==> src/rtl/noc_port_arbiter_if.sv <==
// Output-port arbitration bundle for one router output.
//   req/head/tail : per-input-port flit valid and framing (master -> slave)
//   credit_ret    : downstream freed one buffer slot (master -> slave)
//   gnt/xfer      : selected port and flit-move strobe (slave -> master)
//   credits/busy/cred_err : credit count, wormhole lock, sticky overflow
interface noc_port_arbiter_if #(
  parameter int NUM_PORTS = 5,
  parameter int CREDITS   = 4
);
  localparam int CW = $clog2(CREDITS + 1);

  logic [NUM_PORTS-1:0] req;
  logic [NUM_PORTS-1:0] head;
  logic [NUM_PORTS-1:0] tail;
  logic                 credit_ret;
  logic [NUM_PORTS-1:0] gnt;
  logic                 xfer;
  logic [CW-1:0]        credits;
  logic                 busy;
  logic                 cred_err;

  modport master (
    output req, head, tail, credit_ret,
    input  gnt, xfer, credits, busy, cred_err
  );

  modport slave (
    input  req, head, tail, credit_ret,
    output gnt, xfer, credits, busy, cred_err
  );
endinterface

==> src/rtl/noc_port_arbiter.sv <==
// Wormhole round-robin arbiter with credit flow control for one router
// output port.
//   clk : rising-edge clock
//   rst : synchronous active-high reset
//   bus : noc_port_arbiter_if.slave (req/head/tail/credit_ret in,
//         gnt/xfer/credits/busy/cred_err out)
// In IDLE a head flit is picked round-robin starting at ptr; a packet
// without a single-flit tail locks the output to its owner until the
// tail moves. Grant and xfer are combinational (zero-cycle latency).

// Per-port candidate cell: head request, and whether it sits at or above
// the round-robin pointer (first search window before wrap).
module noc_arb_port_cell #(
  parameter int IDX = 0,
  parameter int PW  = 3
) (
  input  logic          req,
  input  logic          head,
  input  logic [PW-1:0] ptr,
  output logic          cand,
  output logic          cand_hi
);
  assign cand    = req & head;
  assign cand_hi = cand & (PW'(IDX) >= ptr);
endmodule

module noc_port_arbiter #(
  parameter int NUM_PORTS = 5,
  parameter int CREDITS   = 4
) (
  input  logic            clk,
  input  logic            rst,
  noc_port_arbiter_if.slave bus
);
  localparam int CW = $clog2(CREDITS + 1);
  localparam int PW = (NUM_PORTS > 1) ? $clog2(NUM_PORTS) : 1;
  localparam logic [NUM_PORTS-1:0] ONE = {{(NUM_PORTS-1){1'b0}}, 1'b1};

  typedef enum logic {IDLE, LOCKED} state_t;

  state_t               state, state_n;
  logic [PW-1:0]        owner, owner_n;
  logic [PW-1:0]        ptr, ptr_n;
  logic [CW-1:0]        cred, cred_n;
  logic                 err, err_n;

  logic [NUM_PORTS-1:0] req, head, tail;
  logic [NUM_PORTS-1:0] cand, cand_hi;
  logic [NUM_PORTS-1:0] gnt;
  logic [PW-1:0]        hi_idx, lo_idx, win;
  logic                 have_cred, xfer, gnt_tail;

  assign req  = bus.req;
  assign head = bus.head;
  assign tail = bus.tail;

  function automatic logic [PW-1:0] inc_wrap(input logic [PW-1:0] v);
    return (v == PW'(NUM_PORTS - 1)) ? '0 : v + 1'b1;
  endfunction

  for (genvar i = 0; i < NUM_PORTS; i++) begin : g_port
    noc_arb_port_cell #(.IDX(i), .PW(PW)) u_cell (
      .req     (req[i]),
      .head    (head[i]),
      .ptr     (ptr),
      .cand    (cand[i]),
      .cand_hi (cand_hi[i])
    );
  end

  // Lowest set index in each window; scanning downward leaves the lowest.
  always_comb begin
    hi_idx = '0;
    lo_idx = '0;
    for (int i = NUM_PORTS - 1; i >= 0; i--) begin
      if (cand_hi[i]) hi_idx = PW'(i);
      if (cand[i])    lo_idx = PW'(i);
    end
    win = (|cand_hi) ? hi_idx : lo_idx;
  end

  assign have_cred = (cred != '0);

  always_comb begin
    gnt = '0;
    case (state)
      IDLE:    if ((|cand) && have_cred) gnt = ONE << win;
      LOCKED:  gnt = ONE << owner;  // wormhole lock ignores credits/head
      default: gnt = '0;
    endcase
    if (rst) gnt = '0;
  end

  assign xfer     = (|(gnt & req)) && have_cred;
  assign gnt_tail = |(gnt & tail);

  always_comb begin
    state_n = state;
    owner_n = owner;
    ptr_n   = ptr;
    case (state)
      IDLE: if (xfer) begin
        if (gnt_tail) ptr_n = inc_wrap(win);
        else begin
          state_n = LOCKED;
          owner_n = win;
        end
      end
      LOCKED: if (xfer && gnt_tail) begin
        state_n = IDLE;
        ptr_n   = inc_wrap(owner);
      end
      default: state_n = IDLE;
    endcase
  end

  // Credits: a return while already full is dropped and flagged.
  always_comb begin
    cred_n = cred;
    err_n  = err;
    case ({xfer, bus.credit_ret})
      2'b10: cred_n = cred - 1'b1;
      2'b01: begin
        if (cred == CW'(CREDITS)) err_n = 1'b1;
        else                      cred_n = cred + 1'b1;
      end
      default: cred_n = cred;
    endcase
  end

  always_ff @(posedge clk) begin
    if (rst) begin
      state <= IDLE;
      owner <= '0;
      ptr   <= '0;
      cred  <= CW'(CREDITS);
      err   <= 1'b0;
    end else begin
      state <= state_n;
      owner <= owner_n;
      ptr   <= ptr_n;
      cred  <= cred_n;
      err   <= err_n;
    end
  end

  assign bus.gnt      = gnt;
  assign bus.xfer     = xfer;
  assign bus.credits  = cred;
  assign bus.busy     = (state == LOCKED);
  assign bus.cred_err = err;
endmodule

==> src/flat_wrapper.sv <==
// flat-port wrapper written by rule: the top's interface ports become plain ports
module noc_port_arbiter_flat 
#(
  parameter int NUM_PORTS = 5,
  parameter int CREDITS   = 4
)
  (clk, rst, bus_req, bus_head, bus_tail, bus_credit_ret, bus_gnt, bus_xfer, bus_credits, bus_busy, bus_cred_err);
  noc_port_arbiter_if #(.NUM_PORTS(NUM_PORTS), .CREDITS(CREDITS)) bus_i ();
  input  logic clk;
  input  logic rst;
  input wire logic [$bits(bus_i.req)-1:0] bus_req;
  input wire logic [$bits(bus_i.head)-1:0] bus_head;
  input wire logic [$bits(bus_i.tail)-1:0] bus_tail;
  input wire logic [$bits(bus_i.credit_ret)-1:0] bus_credit_ret;
  output wire logic [$bits(bus_i.gnt)-1:0] bus_gnt;
  output wire logic [$bits(bus_i.xfer)-1:0] bus_xfer;
  output wire logic [$bits(bus_i.credits)-1:0] bus_credits;
  output wire logic [$bits(bus_i.busy)-1:0] bus_busy;
  output wire logic [$bits(bus_i.cred_err)-1:0] bus_cred_err;
  assign bus_i.req = bus_req;
  assign bus_i.head = bus_head;
  assign bus_i.tail = bus_tail;
  assign bus_i.credit_ret = bus_credit_ret;
  assign bus_gnt = bus_i.gnt;
  assign bus_xfer = bus_i.xfer;
  assign bus_credits = bus_i.credits;
  assign bus_busy = bus_i.busy;
  assign bus_cred_err = bus_i.cred_err;
  noc_port_arbiter #(.NUM_PORTS(NUM_PORTS), .CREDITS(CREDITS)) u_core (.clk(clk), .rst(rst), .bus(bus_i));
endmodule
==> config.mk <==
export PLATFORM = sky130hd
export DESIGN_NAME = noc_port_arbiter_flat
export DESIGN_NICKNAME = d
export VERILOG_FILES = /design/src/rtl/noc_port_arbiter_if.sv /design/src/rtl/noc_port_arbiter.sv /design/src/flat_wrapper.sv
export SDC_FILE = /design/constraint.sdc
export NUM_CORES = 1
export LEC_CHECK = 0
export ABC_AREA = 1
export ABC_CLOCK_PERIOD_IN_PS = 7000
export CAP_MARGIN = 20
export CORE_ASPECT_RATIO = 1.25
export CORE_UTILIZATION = 40
export DETAILED_ROUTE_END_ITERATION = 6
export GPL_TIMING_DRIVEN = 0
export HOLD_SLACK_MARGIN = 0.12
export MAX_ROUTING_LAYER = met4
export PLACE_DENSITY_LB_ADDON = 0.15
export SETUP_SLACK_MARGIN = 0.1
export SLEW_MARGIN = 20
export SYNTH_ARGS = -nofsm -noshare
export SYNTH_HDL_FRONTEND = slang
export SYNTH_SLANG_ARGS = --single-unit
==> constraint.sdc <==
create_clock -name clk -period 7 [get_ports clk]
set_input_delay 0.7 -clock clk [delete_from_list [all_inputs] [get_ports clk]]
set_output_delay 0.7 -clock clk [all_outputs]
set_load 0.05 [all_outputs]
# Word-level counts from Yosys, hierarchy flattened
# Cells that the tools add are included.
[classes]
order_cmp = 5
n_eq_ne = 9
addsub = 4
bitwise = 14
n_shift = 2
muxes = 26
reduce_logical = 13
[ops]
columns = ["cell", "n"]
rows = [
  ["$mux W3", 17],
  ["$reduce_or A5 Y1", 4],
  ["$pmux W3 S2", 2],
  ["$and A1 B1 Y1", 10],
  ["$and A5 B5 Y5", 2],
  ["$mux W5", 2],
  ["$pmux W5 S2", 1],
  ["$shl A1 B3 Y5 const A", 2],
  ["$add A3 B1 Y3 const B", 3],
  ["$eq A3 B3 Y1 const B", 3],
  ["$ge A1 B3 Y1 const A", 2],
  ["$ge A2 B3 Y1 const A", 2],
  ["$reduce_and A3 Y1", 2],
  ["$ne A2 B1 Y1 const B", 2],
  ["$ne A2 B2 Y1 const B", 2],
  ["$reduce_and A2 Y1", 2],
  ["$ge A3 B3 Y1 const A", 1],
  ["$logic_and A1 B1 Y1", 3],
  ["$mux W1", 3],
  ["$reduce_bool A3 Y1", 1],
  ["$sub A3 B1 Y3 const B", 1],
  ["$eq A2 B1 Y1 const B", 1],
  ["$eq A2 B2 Y1 const B", 1],
  ["$not A1 Y1", 2],
  ["2 further kinds", 2],
]
[totals]
regBits = 11
in_bits = 18
wordCells = 78

# Logic depth before layout (Yosys ltp)
[depth]
word_depth = 18
mapped_depth = 26
ltp_nobuf = 26

# By module
# Synthesis repeated with hierarchy kept, for this count alone.
[hier_totals]
cells_unflattened = 205
hier_area_um2 = 1226.2
[modules_own_cells]
columns = ["mod", "area_per_inst_um2", "cells_per_inst", "instances"]
rows = [
  ["noc_port_arbiter", 1108.6, 175, 1],
  ["noc_arb_port_cell (u_core.g_port[1].u_cell ...)", 22.5, 6, 2],
  ["noc_arb_port_cell (u_core.g_port[0].u_cell)", 31.3, 8, 1],
  ["noc_arb_port_cell (u_core.g_port[2].u_cell)", 27.5, 7, 1],
  ["noc_arb_port_cell (u_core.g_port[3].u_cell)", 13.8, 3, 1],
]

# Worst setup path before layout
# Ideal clock, no wire load.
[synth_timing]
path_type = "input to register"
startpoint = "input bus_head[3]"
endpoint = "register u_core.cred[2] (netlist: u_core.bus.credits[2])"
setup_slack_ns = 3.663
path_stages = 24
setup_time_ns = 0.130
arrival_time_ns = 3.207
path_cell_list = "nand2_1 inv_1 nand2_1 nand2_2 nor2_8 nand3_1 nand2_1 ha_1 ha_1 inv_1 o21ai_0 nand4_1 nand2_1 nor2_2 nand3_2 nand2_4 inv_2 nor2_2 inv_1 fa_1 inv_1 nand4_1 nand3_1 nand3_1"
[synth_via]
elab_chain_len = 17
elab_cells_between_ends = 27
cone_classes = "eq/ne: 3; shift: 1; mux: 13; bitwise: 3; reduce/logical: 7"
[synth_rtl]
columns = ["item", "line_no", "source"]
rows = [
  ["start: declaration", "flat_wrapper.sv:12", "input wire logic [$bits(bus_i.head)-1:0] bus_head;"],
  ["$and A1 B1 Y1 *", "noc_port_arbiter.sv:23", "assign cand = req & head;"],
  ["$and A1 B1 Y1", "noc_port_arbiter.sv:24", "assign cand_hi = cand & (PW'(IDX) >= ptr);"],
  ["$mux W3 (4 in a row)", "noc_port_arbiter.sv:76", "if (cand_hi[i]) hi_idx = PW'(i);"],
  ["$mux W3 *", "noc_port_arbiter.sv:79", "win = (|cand_hi) ? hi_idx : lo_idx;"],
  ["via u_core.win[0]", "noc_port_arbiter.sv:50", "logic [PW-1:0] hi_idx, lo_idx, win;"],
  ["$shl A1 B3 Y5 *", "noc_port_arbiter.sv:87", "IDLE: if ((|cand) && have_cred) gnt = ONE << win;"],
  ["$mux W5 *", "noc_port_arbiter.sv:87", ""],
  ["$pmux W5 S2 *", "noc_port_arbiter.sv:86", "case (state)"],
  ["$mux W5 *", "noc_port_arbiter.sv:91", "if (rst) gnt = '0;"],
  ["$and A5 B5 Y5 *", "noc_port_arbiter.sv:94", "assign xfer = (|(gnt & req)) && have_cred;"],
  ["$reduce_or A5 Y1 *", "noc_port_arbiter.sv:94", ""],
  ["$logic_and A1 B1 Y1 *", "noc_port_arbiter.sv:94", ""],
  ["via bus_xfer", "flat_wrapper.sv:16", "output wire logic [$bits(bus_i.xfer)-1:0] bus_xfer;"],
  ["$eq A2 B1 Y1 or $eq A2 B2 Y1 (tied branches)", "noc_port_arbiter.sv:121", "case ({xfer, bus.credit_ret})"],
  ["$ne A2 B2 Y1 (no source line) or $reduce_bool A2 Y1 (tied branches)", "-", ""],
  ["$reduce_and A2 Y1 (no source line)", "-", ""],
  ["end signal: assignment", "noc_port_arbiter.sv:136", "cred <= CW'(CREDITS);"],
  ["end signal: assignment", "noc_port_arbiter.sv:142", "cred <= cred_n;"],
  ["end: declaration", "noc_port_arbiter.sv:44", "logic [CW-1:0] cred, cred_n;"],
]
# Mark *: on every way through the listed nets, which the timed path passes. The rest lies on a longest branch.
# A chain may end at the register's enable or synchronous reset.

# Final worst setup path
[layout_timing]
startpoint = "input bus_req[3]"
endpoint = "output bus_xfer"
[layout_via]
elab_chain_len = 14
elab_cells_between_ends = 21
cone_classes = "shift: 1; mux: 12; bitwise: 3; reduce/logical: 5"
[layout_rtl]
columns = ["item", "line_no", "source"]
rows = [
  ["start: declaration", "flat_wrapper.sv:11", "input wire logic [$bits(bus_i.req)-1:0] bus_req;"],
  ["$and A1 B1 Y1 *", "noc_port_arbiter.sv:23", ""],
  ["$and A1 B1 Y1", "noc_port_arbiter.sv:24", ""],
  ["$mux W3 (4 in a row)", "noc_port_arbiter.sv:76", ""],
  ["$mux W3 *", "noc_port_arbiter.sv:79", ""],
  ["via u_core.win[0]", "noc_port_arbiter.sv:50", ""],
  ["$shl A1 B3 Y5 *", "noc_port_arbiter.sv:87", ""],
  ["$mux W5 *", "noc_port_arbiter.sv:87", ""],
  ["$pmux W5 S2 *", "noc_port_arbiter.sv:86", ""],
  ["$mux W5 *", "noc_port_arbiter.sv:91", ""],
  ["$and A5 B5 Y5 *", "noc_port_arbiter.sv:94", ""],
  ["$reduce_or A5 Y1 *", "noc_port_arbiter.sv:94", ""],
  ["$logic_and A1 B1 Y1 *", "noc_port_arbiter.sv:94", ""],
  ["end: declaration", "flat_wrapper.sv:16", ""],
]
# Marked as above.

==> flow_metrics.py <==
metrics = {
    "status": {
        "outcome": "finished clean",
    },
    "critical_path": {
        "worstPathArrival_ns": 3.96,
        "critPathKind": "input port to output port",
        "critPathMaxFanout": 6,
        "cp.required_ns": 6.30,
        "rr_worst_depth": 23,
        "startpoint_type": "input port",
        "crit_path_end_kind": "output port",
    },
    "routing": {
        "vias": 1336,
        "initialDrtViolationCount": 51,
        "avgViaCountPerCell": 5.178,
        "avgRoutedWirePerCell_um": 12.61,
        "routed_wl_um": 3253,
        "ant_nets": 0,
        "drc": 0,
        "dr.pass1.iters": 4,
    },
    "floorplan": {
        "rows": 21,
        "start_util_pct": 43.35,
        "pin_count": 29,
        "fp.dieH_um": 63.43,
        "die-area_um2": 3244,
        "die_w_um": 51.14,
        "core_area_um2": 2785,
    },
    "run": {
        "maxCapViolCount": 0,
    },
    "placement": {
        "dp_hpwl_um": 2708,
        "portBuffers": 28,
        "dp_slack_ns": 2.352,
        "place.gp.congestion": 1.037,
        "postPlaceCellArea_um2": 1530,
    },
    "timing": {
        "min_period_over_period_pct": 66.55,
        "drv_slew": 0,
        "finClkSkew_ns": 0.001947,
        "fin_setup_tns_ns": 0,
        "whs_ns": 0.4539,
        "period_needed_ns": 4.659,
        "setup_viol": 0,
        "fmax_ghz": 0.2147,
        "setup_slack_ns": 2.341,
        "hold_viol_final": 0,
        "relSlewSlack_pct": 66.48,
        "grt_setup_unrepaired": "false",
        "worst_pin_slew_ns": 0.5012,
    },
    "min_path": {
        "whs_path_depth": 2,
        "hold_class": "flip-flop to flip-flop",
    },
    "clocking": {
        "clkTransAtPathRegs_ns": 0.08,
        "cts_root_buf": "clkbuf_4",
        "cts_tree": "yes",
        "cts_setup_buffers": 0,
        "clk_latency_ns": 0.28,
        "cts_max_level": 1,
        "cts_resized": 0,
        "cts_hold_buffers": 0,
        "clock_sinks": 11,
        "cts_made_buffers": 3,
        "clockBufferDepth": 2,
    },
    "power_and_ir_drop": {
        "powerDensity_nw_per_um2": 380.7,
        "leakagePower_nw": 0.7670,
        "ir_drop_uv": 255.5,
    },
    "synth": {
        "synth_edf_count": 0,
        "synth_nets": 219,
        "synth_most_common_cell": "nand2_1",
        "synth_seq_cells": 11,
        "yosysWarnings": 0,
        "synth_area_um2": 1207,
        "yosysUniqueCellTypes": 27,
        "synth_top_area_share_pct": 18.24,
        "synth_seq_area_share_pct": 18.24,
        "synthCells": 192,
        "synth_commonest_cells": "51 x nand2_1, 27 x inv_1, 23 x nand3_1",
        "synth_ff_type": "dfxtp_1",
        "syn_area_per_cell_um2": 6.289,
        "synth_area_leaders": "dfxtp_1 18%, nand2_1 16%, nand3_1 9.5%",
        "async_flop_share_pct": 0,
        "synth_top_area_cell": "dfxtp_1",
    },
    "global_route": {
        "grt_max_degree": 11,
        "grt_pass1_wl_um": 5533,
        "grt_util_all_layers_pct": 22.88,
        "grt_pass1_vias": 1318,
        "grt.overflow.total": 0,
        "antenna_found_initial": 0,
    },
    "cells_and_area": {
        "final_area_um2": 1556,
        "nFillCells": 292,
        "antenna_cells": 0,
        "syn_to_final_growth_pct": 28.91,
        "layout-drive-gt1-share_pct": 13.84,
        "nets": 252,
    },
}
metrics by stage:
| stage | total power, mW | utilization [%] | std cells |
|---|---|---|---|
| final | 0.5926 | 55.89 | 258 |
| after global routing | 0.6483 | 55.89 | 258 |
| after CTS | 0.5918 | 55.89 | 258 |
| after detailed placement | 0.5436 | 54.94 | 254 |
| after global placement | 0.5349 | 54.94 | 254 |
| after floorplan | 0.4273 | - | 192 |
layer usage:
metal	vias up	GRT usage [%]	wire [um]
met1	617	25.18	1380
li1	679	-	-
met2	36	41.28	1719
met3	4	4.589	131
met5	-	-	0
met4	0	4.861	22
critical path: stages:
cell	delay [ns]
clkdlybuf4s50_1	0.50
nand2_1	0.12
inv_1	0.11
nand2_1	0.06
a21oi_1	0.19
nand3_1	0.10
nand2_1	0.13
ha_1	0.17
ha_1	0.13
inv_1	0.03
o21ai_0	0.24
nand4_1	0.12
nand2_1	0.15
nor2_2	0.06
nand3_2	0.11
nand2_4	0.09
inv_2	0.12
clkdlybuf4s50_1	0.81
cell families (layout without fill, tap and decap cells):
group | count (synthesis) | count (layout) | share of synthesized area [%]
AND/OR/NAND/NOR | 121 | 121 | 52.23
buffers and inverters | 31 | 63 | 9.741
AO/OA/AOI/OAI | 20 | 20 | 9.844
flip-flops | 11 | 11 | 18.24
adder cells (fa/ha/maj) | 9 | 9 | 9.949
final cells by class:
class / count / area [um2] / area share, %
Multi-Input combinational cell: 150 / 869.6 / 55.87
Timing Repair Buffer: 28 / 280.3 / 18.01
Sequential cell: 11 / 220.2 / 14.15
Inverter: 29 / 108.9 / 6.994
Tap cell: 34 / 42.54 / 2.733
Clock buffer: 4 / 26.28 / 1.688
Buffer: 2 / 8.758 / 0.5627
power breakdown:
| group | internal [mW] | total, mW | switching, mW |
|---|---|---|---|
| sequential | 0.0852 | 0.112 | 0.0266 |
| combinational | 0.144 | 0.433 | 0.288 |
| clock | 0.0221 | 0.0482 | 0.0260 |
sequential cells by signal (all words and copies together) (netlist names), named ones only:
| register | count |
|---|---|
| u_core.bus.credits | 3 |
| u_core.ptr | 3 |
| u_core.bus.cred_err | 1 |
| u_core.owner | 3 |
cell usage in the layout, fill, tap and decap left out, types with 3 or more instances in the layout:
cell / count
a21oi_1: 14
clkbuf_4: 3
clkdlybuf4s50_1: 28
dfxtp_1: 11
ha_1: 8
inv_1: 27
nand2_1: 51
nand2_2: 8
nand3_1: 23
nand3_2: 6
nand4_1: 3
nor2_1: 18
nor2_2: 3
path summary, 6_finish.rpt:
| check | startpoint | end | slack, ns |
|---|---|---|---|
| setup / recovery | bus_req[3] | bus_xfer | 2.34 |
| hold / removal | u_core.bus.cred_err$_SDFFE_PP0P_ | u_core.bus.cred_err$_SDFFE_PP0P_ | 0.45 |
| setup reg to reg | u_core.ptr[0]$_SDFFE_PP0P_ | u_core.bus.credits[2]$_SDFFE_PP1P_ | 3.68 |
| hold reg to reg | u_core.bus.cred_err$_SDFFE_PP0P_ | u_core.bus.cred_err$_SDFFE_PP0P_ | 0.45 |
(Power assumes the default switching activity.)
